--- src/rtl/vga_timing_gen.sv ---
// 640x480@60 VGA raster timing generator with a pixel-clock enable, line/frame strobes and a frame counter.
// Define VGA_TIMING_ALIGN_EN to delay hs/vs/blank_n by one extra pixel tick.
module vga_timing_gen #(
    parameter int       CLK_DIV  = 2,
    parameter int       H_ACTIVE = 640,
    parameter int       H_FP     = 16,
    parameter int       H_SYNC   = 96,
    parameter int       H_BP     = 48,
    parameter int       V_ACTIVE = 480,
    parameter int       V_FP     = 10,
    parameter int       V_SYNC   = 2,
    parameter int       V_BP     = 33,
    parameter bit       HS_POL   = 1'b0,
    parameter bit       VS_POL   = 1'b0
) (
    input  logic       clk_i,
    input  logic       rst_ni,
    input  logic       en_i,
    output logic       pix_tick_o,
    output logic       hs_o,
    output logic       vs_o,
    output logic       blank_n_o,
    output logic       active_o,
    output logic [9:0] x_o,
    output logic [9:0] y_o,
    output logic       line_start_o,
    output logic       frame_start_o,
    output logic [7:0] frame_count_o
);

    localparam int H_TOTAL  = H_ACTIVE + H_FP + H_SYNC + H_BP;
    localparam int V_TOTAL  = V_ACTIVE + V_FP + V_SYNC + V_BP;
    localparam int HS_START = H_ACTIVE + H_FP;
    localparam int HS_END   = HS_START + H_SYNC;
    localparam int VS_START = V_ACTIVE + V_FP;
    localparam int VS_END   = VS_START + V_SYNC;
    localparam int DIV_W    = (CLK_DIV > 1) ? $clog2(CLK_DIV) : 1;

    localparam logic [DIV_W-1:0] DIV_LAST = DIV_W'(CLK_DIV - 1);
    localparam logic [9:0]       H_LAST   = 10'(H_TOTAL - 1);
    localparam logic [9:0]       V_LAST   = 10'(V_TOTAL - 1);

    logic [DIV_W-1:0] div_q, div_d;
    logic [9:0]       hCnt_q, hCnt_d;
    logic [9:0]       vCnt_q, vCnt_d;
    logic [7:0]       frameCnt_q, frameCnt_d;
    logic             pixTick;

    logic             visible;
    logic             hsLevel;
    logic             vsLevel;
    logic             lineFirst;
    logic             frameFirst;

    logic [9:0]       x_q, y_q;
    logic             active_q;
    logic             hs_q, vs_q, blank_q;
    logic             lineStart_q, frameStart_q;

    assign pixTick = en_i && (div_q == DIV_LAST);

    // Divider and raster counters; everything freezes while en_i is low.
    always_comb begin
        div_d      = div_q;
        hCnt_d     = hCnt_q;
        vCnt_d     = vCnt_q;
        frameCnt_d = frameCnt_q;
        if (en_i) begin
            div_d = (div_q == DIV_LAST) ? '0 : div_q + 1'b1;
        end
        if (pixTick) begin
            if (hCnt_q == H_LAST) begin
                hCnt_d = '0;
                if (vCnt_q == V_LAST) begin
                    vCnt_d     = '0;
                    frameCnt_d = frameCnt_q + 1'b1;
                end else begin
                    vCnt_d = vCnt_q + 1'b1;
                end
            end else begin
                hCnt_d = hCnt_q + 1'b1;
            end
        end
    end

    always_comb begin
        visible    = (int'(hCnt_q) < H_ACTIVE) && (int'(vCnt_q) < V_ACTIVE);
        hsLevel    = ((int'(hCnt_q) >= HS_START) && (int'(hCnt_q) < HS_END)) ? HS_POL : ~HS_POL;
        vsLevel    = ((int'(vCnt_q) >= VS_START) && (int'(vCnt_q) < VS_END)) ? VS_POL : ~VS_POL;
        lineFirst  = (hCnt_q == '0);
        frameFirst = (hCnt_q == '0) && (vCnt_q == '0);
    end

    always_ff @(posedge clk_i or negedge rst_ni) begin
        if (!rst_ni) begin
            div_q      <= '0;
            hCnt_q     <= '0;
            vCnt_q     <= '0;
            frameCnt_q <= '0;
        end else begin
            div_q      <= div_d;
            hCnt_q     <= hCnt_d;
            vCnt_q     <= vCnt_d;
            frameCnt_q <= frameCnt_d;
        end
    end

    // Output stage captures the decode of the position that is about to advance.
    always_ff @(posedge clk_i or negedge rst_ni) begin
        if (!rst_ni) begin
            x_q          <= '0;
            y_q          <= '0;
            active_q     <= 1'b0;
            hs_q         <= ~HS_POL;
            vs_q         <= ~VS_POL;
            blank_q      <= 1'b0;
            lineStart_q  <= 1'b0;
            frameStart_q <= 1'b0;
        end else if (pixTick) begin
            x_q          <= hCnt_q;
            y_q          <= vCnt_q;
            active_q     <= visible;
            hs_q         <= hsLevel;
            vs_q         <= vsLevel;
            blank_q      <= visible;
            lineStart_q  <= lineFirst;
            frameStart_q <= frameFirst;
        end
    end

`ifdef VGA_TIMING_ALIGN_EN
    logic hsAlign_q, vsAlign_q, blankAlign_q;

    // Extra stage lines sync/blank up with a colour stage that is one pixel behind x/y.
    always_ff @(posedge clk_i or negedge rst_ni) begin
        if (!rst_ni) begin
            hsAlign_q    <= ~HS_POL;
            vsAlign_q    <= ~VS_POL;
            blankAlign_q <= 1'b0;
        end else if (pixTick) begin
            hsAlign_q    <= hs_q;
            vsAlign_q    <= vs_q;
            blankAlign_q <= blank_q;
        end
    end

    assign hs_o      = hsAlign_q;
    assign vs_o      = vsAlign_q;
    assign blank_n_o = blankAlign_q;
`else
    assign hs_o      = hs_q;
    assign vs_o      = vs_q;
    assign blank_n_o = blank_q;
`endif

    assign pix_tick_o    = pixTick;
    assign active_o      = active_q;
    assign x_o           = x_q;
    assign y_o           = y_q;
    assign line_start_o  = lineStart_q;
    assign frame_start_o = frameStart_q;
    assign frame_count_o = frameCnt_q;

endmodule

--- config.mk ---
export PLATFORM = sky130hd
export DESIGN_NAME = vga_timing_gen
export DESIGN_NICKNAME = d
export VERILOG_FILES = /design/src/rtl/vga_timing_gen.sv
export SDC_FILE = /design/constraint.sdc
export NUM_CORES = 1
export LEC_CHECK = 0
export BUFFER_PORTS_ARGS = -buffer_cell sky130_fd_sc_hd__buf_4
export CAP_MARGIN = 10
export CORE_MARGIN = 4
export CORE_UTILIZATION = 30
export CTS_BUF_LIST = sky130_fd_sc_hd__clkbuf_4 sky130_fd_sc_hd__clkbuf_8
export DETAILED_ROUTE_END_ITERATION = 7
export PLACE_DENSITY = 0.53
export SETUP_SLACK_MARGIN = 0.05
export SLEW_MARGIN = 20
export SYNTH_ARGS = -nofsm -noshare
export SYNTH_HDL_FRONTEND = slang
export SYNTH_SLANG_ARGS = --single-unit
--- constraint.sdc ---
create_clock -name clk_i -period 2.5 [get_ports clk_i]
set_input_delay 0.125 -clock clk_i [delete_from_list [all_inputs] [get_ports clk_i]]
set_output_delay 0.125 -clock clk_i [all_outputs]
set_load 0.01 [all_outputs]
=== After elaboration in Yosys (flattened, before gate mapping) ===
Cells that the tools add are included.

* Bits in latches: 0
* Bits in writable memories: 0
* Input port bits: 3
* Memories: 0
* Output and inout bits: 35
* Word-level logic and storage cells: 37
* Bits in read-only memories: 0
* Register bits after elaboration: 54

* Muxes and demuxes: 5
* Add/sub/neg operators: 4
* Reduce and logical (&&, ||, !) cells: 9
* Bitwise gates (word level): 0
* $lt $le $gt $ge: 6
* Equality and inequality tests: 2
* Div/mod/pow operators: 0
* Multipliers: 0
* Shifts and indexed selects: 0

{| class="wikitable"
|+ Operators by type and width
! cell !! number
|-
| adder 10 x 1 -> 10 bit, second input constant || 2
|-
| == test 10 bit, second input constant || 2
|-
| logical NOT 10 bit || 2
|-
| less-than comparator 10 bit, second input constant || 2
|-
| less-than comparator 10 x 9 -> 1 bit, second input constant || 2
|-
| two-way mux 10 bit || 2
|-
| greater-or-equal comparator 10 bit, second input constant || 1
|-
| greater-or-equal comparator 10 x 9 -> 1 bit, second input constant || 1
|-
| adder 8 x 1 -> 8 bit, second input constant || 1
|-
| logical AND 1 bit || 5
|-
| two-way mux 1 bit || 3
|-
| AND reduction 3 bit || 1
|-
| AND reduction 2 bit || 1
|-
| adder 1 bit, second input constant || 1
|}

=== Depth between registers and ports, before layout ===
Gate-level depths: netlist (run 1).

* Word-level depth: 3
* Depth in mapped cells: 7
* Gate-level depth less buffers: 6

=== Worst setup path before layout (run 1) ===
Ideal clock, no wire load.

* Path kind: flip-flop to flip-flop
* Start: register hCnt_q[0]
* End: register frameCnt_q[1], in the netlist frame_count_o[1]
* Clock period less this slack: 2,005 ps
* Path buffers: 1
* Arrival time: 1,880 ps
* Data required time: 2,375 ps
* Stages on the path, launching flop included: 7
* Setup slack: 495 ps
* Library setup time: 125 ps
* Cell sequence: dfrtp_1 > ha_1 > nand3_1 > or4b_1 > clkbuf_2 > nor2_1 > mux2_2

* Word-level cells in the longest chain between the ends: 2

{| class="wikitable"
|+ RTL lines
! what !! line !! RTL
|-
| start: declaration || 44 || <nowiki>logic [9:0] hCnt_q, hCnt_d;</nowiki>
|-
| start signal: assignment || 102 || <nowiki>hCnt_q <= hCnt_d;</nowiki>
|-
| == test 10 bit || 72 || <nowiki>if (hCnt_q == H_LAST) begin</nowiki>
|-
| AND reduction 3 bit (no line) || -- ||
|-
| end signal: assignment || 104 || <nowiki>frameCnt_q <= frameCnt_d;</nowiki>
|-
| end: declaration || 46 || <nowiki>logic [7:0] frameCnt_q, frameCnt_d;</nowiki>
|}

No other way between the ends.
A chain may end at the register's enable or synchronous reset.

=== Worst setup path after layout (run 1) ===
Ends and elaborated chain as after synthesis.

==> results of run 1 <==
==> registers in the layout, indices dropped and copies added (netlist names) <==
| name | cells |
|---|---|
| frame_start_o | 1 |
| x_o | 10 |
| hCnt_q | 10 |
| line_start_o | 1 |
| vCnt_q | 10 |
| frame_count_o | 8 |
| active_o | 1 |
| y_o | 10 |
| hs_o | 1 |
| div_q | 1 |
| vs_o | 1 |
==> Yosys cell counts (all sizes together) <==
cell / count / area, um^2
nor3: 8 / 51.3
mux2i: 1 / 10.0
a21oi: 1 / 5.00
buf: 8 / 71.3
nor3b: 1 / 7.51
o22ai: 1 / 6.26
inv: 6 / 22.5
a22o: 1 / 8.76
or3: 2 / 15.0
mux2: 1 / 11.3
nor2: 9 / 33.8
nor4: 6 / 37.5
ha: 5 / 62.6
a31oi: 3 / 18.8
nand3: 17 / 90.1
nor4b: 2 / 23.8
nor2b: 1 / 6.26
o21ai: 21 / 105
xnor2: 5 / 43.8
nand4: 6 / 37.5
or4b: 1 / 10.0
nand2: 70 / 263
or4: 2 / 15.0
and3: 8 / 52.6
dfstp: 2 / 52.6
dfrtp: 52 / 1300
o31ai: 1 / 7.51
clkbuf: 8 / 31.3
xor2: 12 / 105
a32o: 1 / 10.0
==> per-layer routing <==
layer,up-vias,GRT usage,part of all wire
li1,957,-,-
met1,961,0.151,0.47
met2,26,0.195,0.49
met3,5,0.0252,0.032
met4,0,0.0357,0.012
met5,-,0,0
==> layout make-up <==
cell class | instances | share of cell area
sequential | 54 | 0.451
multi-input combinational | 186 | 0.345
clock buffer | 8 | 0.0367
tap | 105 | 0.0438
timing repair buffer | 46 | 0.116
inverter | 6 | 0.00750
==> worst paths after layout <==
check                                 start          endpoint  cells past startpoint
max in group asynchronous            rst_ni            y_o[9]                      2
setup / recovery                  hCnt_q[0]  frame_count_o[1]                      6
min in group asynchronous            rst_ni            y_o[5]                      2
hold / removal                         en_i             div_q                      2
setup reg to reg                  hCnt_q[0]  frame_count_o[1]                      6
hold reg to reg            frame_count_o[7]  frame_count_o[7]                      1
==> where the power goes <==
part	switching (mW)	internal (mW)	leakage (nW)	total (mW)
clock	0.287	0.280	0.0575	0.567
sequential	0.123	1.02	0.706	1.14
combinational	0.291	0.241	0.749	0.532
total	0.701	1.54	1.51	2.24
==> kinds of logic (layout without fill, tap and decap cells) <==
logic type	count (synthesis)	in the layout
AND/OR/NAND/NOR	133	133
flip-flops	54	54
buffers and inverters	22	60
multiplexers	2	2
AO/OA/AOI/OAI	29	29
adder cells (fa/ha/maj)	5	5
XOR/XNOR	17	17
==> cell usage in the layout, fill, tap and decap left out, types with 2 or more instances in the layout <==
cell       n
o21ai_0   21
nor2_1     9
ha_1       5
nand4_1    6
xor2_1    12
nand3_1   16
nor4_1     6
xnor2_1    5
and3_1     6
dfstp_2    2
or3_2      2
nor3_1     7
inv_1      6
dfrtp_1   52
and3_2     2
a31oi_1    3
buf_4     45
or4_1      2
nand2_1   70
clkbuf_8   8
==> worst reg2reg max path, stage by stage (launching register included) <==
cell     delay, ns
dfrtp_1       0.41
ha_1          0.26
nand3_1       0.17
or4b_1        0.53
buf_4         0.20
nor2_1        0.19
mux2_2        0.36
==> out/qor.csv, run 1 <==
metric;value;unit
grt.overflow.total;0;
p_leak;1.51;nW
fmaxAchievable;451;MHz
fp.coreArea;8180;um^2
cts_sinks;54;
yosys.area_share.adder;0.0249;
critPathBufInv;1;
post_drt_wl_per_cell;13.7;um
vias;1949;
worstSetupPathType;reg -> reg;
gp_congestion;0.816;
power_density;747;nW/um^2
num_antenna_cells;0;
path_clk_slew;0.10;ns
slew_violations;0;
total_clock_buffers_created_by_cts;5;
synth_simple_gate_area_frac;0.256;
vdd_drop_max;0.228;mV
initial_util;0.308;
clock_tree.root_cell;clkbuf_8;
largest_net_degree_at_the_start_of_global_routing;55;
multi_input_comb_area;1040;um^2
cts_hold_buffers;1;
layout-drive-gt1-share;0.210;
placed_area;2880;um^2
finalClockSkew;0.0104;ns
status;finished clean;
xor_and_xnor_fraction_of_the_mapped_netlist_area;0.0592;
detail-route-antenna-nets;0;
setup_tns;0;ns
via_per_inst;4.81;
grt_setup_unrepaired;false;
worstPathRequired;2.70;ns
clkLatencyLatePin;0.31;ns
final_critical_path_time_including_i_o_delays_and_setup;2.22;ns
drt-initial-drc-count;96;
cts_repair_resize_count;0;
firstDrtPassIters;4;
synth-compound-area-share;0.0641;
drv.max_cap_violation_count;0;
synth.cell_area;2520;um^2
synth_warnings;0;
htree_levels;2;
worst_path_largest_cell_delay;0.53;ns
port_buffers;37;
timing.critical_path.to_type;flip-flop;
crit_slowest_cell;or4b_1;
worst_slack;0.285;ns
report.final.hold_viol_count;0;
postLayoutCellArea;3000;um^2
sequential_cell_area;1350;um^2
timing_worst_slew_pin_value;0.686;ns
critPathLaunchType;flip-flop;
avgSynthCellArea;9.60;um^2
fin_util;0.367;
dp_hpwl;3.92;mm
wirelength;5.55;mm
cts_tree;built;
grt_pass1_vias;1878;
path_cells;ha_1, nand3_1, or4b_1, buf_4, nor2_1, mux2_2;
netlist-cell-type-count;37;
timing.final.crit_share;0.886;
die_y;99.6;um
slew_headroom;0.543;
critical_path.max_fanout;16;
nFillCells;850;
synth.area.mux_share;0.00845;
grt_antenna_before_repair;0;
preCtsSetupSlack;0.299;ns
placed_cells_incl_taps;396;
arrival;2.42;ns
ys_ff_latch;54;
timing.hold.ws;0.00739;ns
fin_total_pwr;2.24;mW
core.rowCount;33;
cts_buffer_depth;2;
postCtsSetupRepairBufs;0;
die-area;9920;um^2
die_w;99.6;um
final-instance-count-excl-fill;405;
synth.net_count;270;
reg2reg_setup_slack;0.28;ns
largest_delay_contributor_family_on_the_critical_path;simple AND/OR/NAND/NOR gates;
grt_pass1_wl;9.32;mm
p_r_area_growth_vs_syn;19.3;%
detail_route.drc_violations;0;
setup_viol_count_final;0;
synth-seq-area-share;0.538;
postSynthCellCount;262;
i_o_pin_count;38;
min_path_type;in -> reg;
largest_family_of_logic_cells_by_synthesized_area;simple AND/OR/NAND/NOR gates;
design.final.nets;307;
total_routing_resource_utilization_after_global_routing;0.117;
(Power assumes the default switching activity.)
==> run 2: changes to the inputs <==
CORE_ASPECT_RATIO = 1.4   (was default)
CORE_MARGIN = default   (was 4)
CTS_CLUSTER_SIZE = 40   (was default)
==> out/qor.csv, run 2 (synthesis gave the netlist of run 1 again) <==
metric;value;unit
final_critical_path_time_including_i_o_delays_and_setup;2.21;ns
cts_sinks;54;
critical_path.max_fanout;16;
cts_buffer_depth;2;
die_y;110;um
arrival;2.41;ns
setup_tns;0;ns
seq_power_share;0.537;
vias;1938;
fp.coreArea;8150;um^2
firstDrtPassIters;4;
grt.overflow.total;0;
drt-initial-drc-count;124;
grt_pass1_vias;1876;
p_switching;694;uW
vdd_drop_max;0.266;mV
wirelength;5.41;mm
detail-route-antenna-nets;0;
num_antenna_cells;0;
core.rowCount;39;
total_clock_buffers_created_by_cts;5;
timing.critical_path.to_type;flip-flop;
slew_violations;0;
clock_tree.root_cell;clkbuf_8;
worstPathRequired;2.69;ns
p_r_area_growth_vs_syn;18.9;%
grt_antenna_before_repair;0;
clkPwrFrac;0.218;
logic_gate_share_of_total_power;0.245;
clkLatencyLatePin;0.31;ns
post_drt_wl_per_cell;13.4;um
min_path_type;in -> async;
largest_net_degree_at_the_start_of_global_routing;55;
grt_pass1_wl;8.98;mm
setup_viol_count_final;0;
most_common_cell_after_layout_fill_and_taps_aside;nand2_1;
critPathLaunchType;flip-flop;
timing.final.crit_share;0.885;
grt_setup_unrepaired;false;
status;finished clean;
total_routing_resource_utilization_after_global_routing;0.134;
detail_route.drc_violations;0;
commonest_cells_after_routing_fill_and_taps_aside;nand2_1, dfrtp_1, buf_4;
fin_total_pwr;2.14;mW
die_w;79.4;um
report.final.hold_viol_count;0;
power_density;714;nW/um^2
design.final.nets;310;
p_leak;1.51;nW
layout-drive-gt1-share;0.212;
finalClockSkew;0.0117;ns
cts_repair_resize_count;0;
die-area;8760;um^2
htree_levels;2;
cts_tree;built;
drv.max_cap_violation_count;0;
reg2reg_setup_slack;0.29;ns
port_buffers;37;
worstSetupPathType;reg -> reg;
initial_util;0.309;
path_clk_slew;0.10;ns
gp_congestion;0.757;
via_per_inst;4.80;
fmaxAchievable;452;MHz
net_switching_fraction_of_the_power;0.324;
timing_worst_slew_pin_value;0.685;ns
dp_hpwl;3.91;mm
slew_headroom;0.544;
power_report.internal_total;1.44;mW
i_o_pin_count;38;
## run 2: cell count changes in the layout (fill, tap and decap cells not counted), sizes merged
cell         before  now
clkbuf            8    5
clkinv            0    2
buf              45   47
dlygate4sd3       1    2
## run 2: through the flow
step           hold WS [ns]  cell area [um^2]   util  setup WS, ns  instances
3_5_place_dp          0.223              2890  0.355         0.299        395
5_1_grt               0.444              2990  0.367         0.151        404
2_1_floorplan        -0.171              2520      -         0.495        262
6_report              0.385              2990  0.367         0.287        404
4_1_cts            0.000892              2980  0.366         0.274        403
3_3_place_gp          0.225              2890  0.355         0.359        395
## run 2: worst paths after layout
path	from	end	depth (start not counted)
setup / recovery	hCnt_q[0]	frame_count_o[1]	6
hold / removal	rst_ni	vCnt_q[0]	2
setup reg to reg	hCnt_q[0]	frame_count_o[1]	6
hold reg to reg	line_start_o	line_start_o	2
max in group asynchronous	rst_ni	hCnt_q[7]	2
min in group clk_i	line_start_o	line_start_o	2
## run 2: per-layer routing
layer	vias up	global-route usage	wire length, um
li1	961	-	-
met1	938	0.155	2300
met2	29	0.243	2850
met3	10	0.0239	153
met4	0	0.0558	106
met5	-	0	0
## run 2: layout make-up
| class | count | area [um^2] |
|---|---|---|
| multi-input cells | 186 | 1040 |
| flip-flops and latches | 54 | 1350 |
| clock inverters | 2 | 10.0 |
| fillers | 860 | 5160 |
| inverters | 6 | 22.5 |
| well taps | 102 | 128 |
| clock buffers | 5 | 68.8 |
| repair buffers | 49 | 373 |
## run 2: power groups by stage
| stage | Combinational [mW] | Sequential [mW] | Clock, mW |
|---|---|---|---|
| global placement | 0.532 | 1.16 | 0 |
| finish | 0.524 | 1.15 | 0.467 |
| global route | 0.603 | 1.17 | 0.519 |
| CTS | 0.535 | 1.15 | 0.488 |
| floorplan | 0.287 | 1.17 | 0 |
| detailed placement | 0.533 | 1.17 | 0 |
## run 2: critical path, stage by stage (launching register included)
cell and delay (ns):
dfrtp_1 0.42, ha_1 0.26, nand3_1 0.15, or4b_1 0.53, buf_4 0.20, nor2_1 0.19
mux2_2 0.36
## run 2: repair_timing
| action | in CTS | in global routing |
|---|---|---|
| hold buffers | 1 | 1 |
| buffers inserted | 0 | 0 |
| hold endpoints to repair | 52 | 1 |
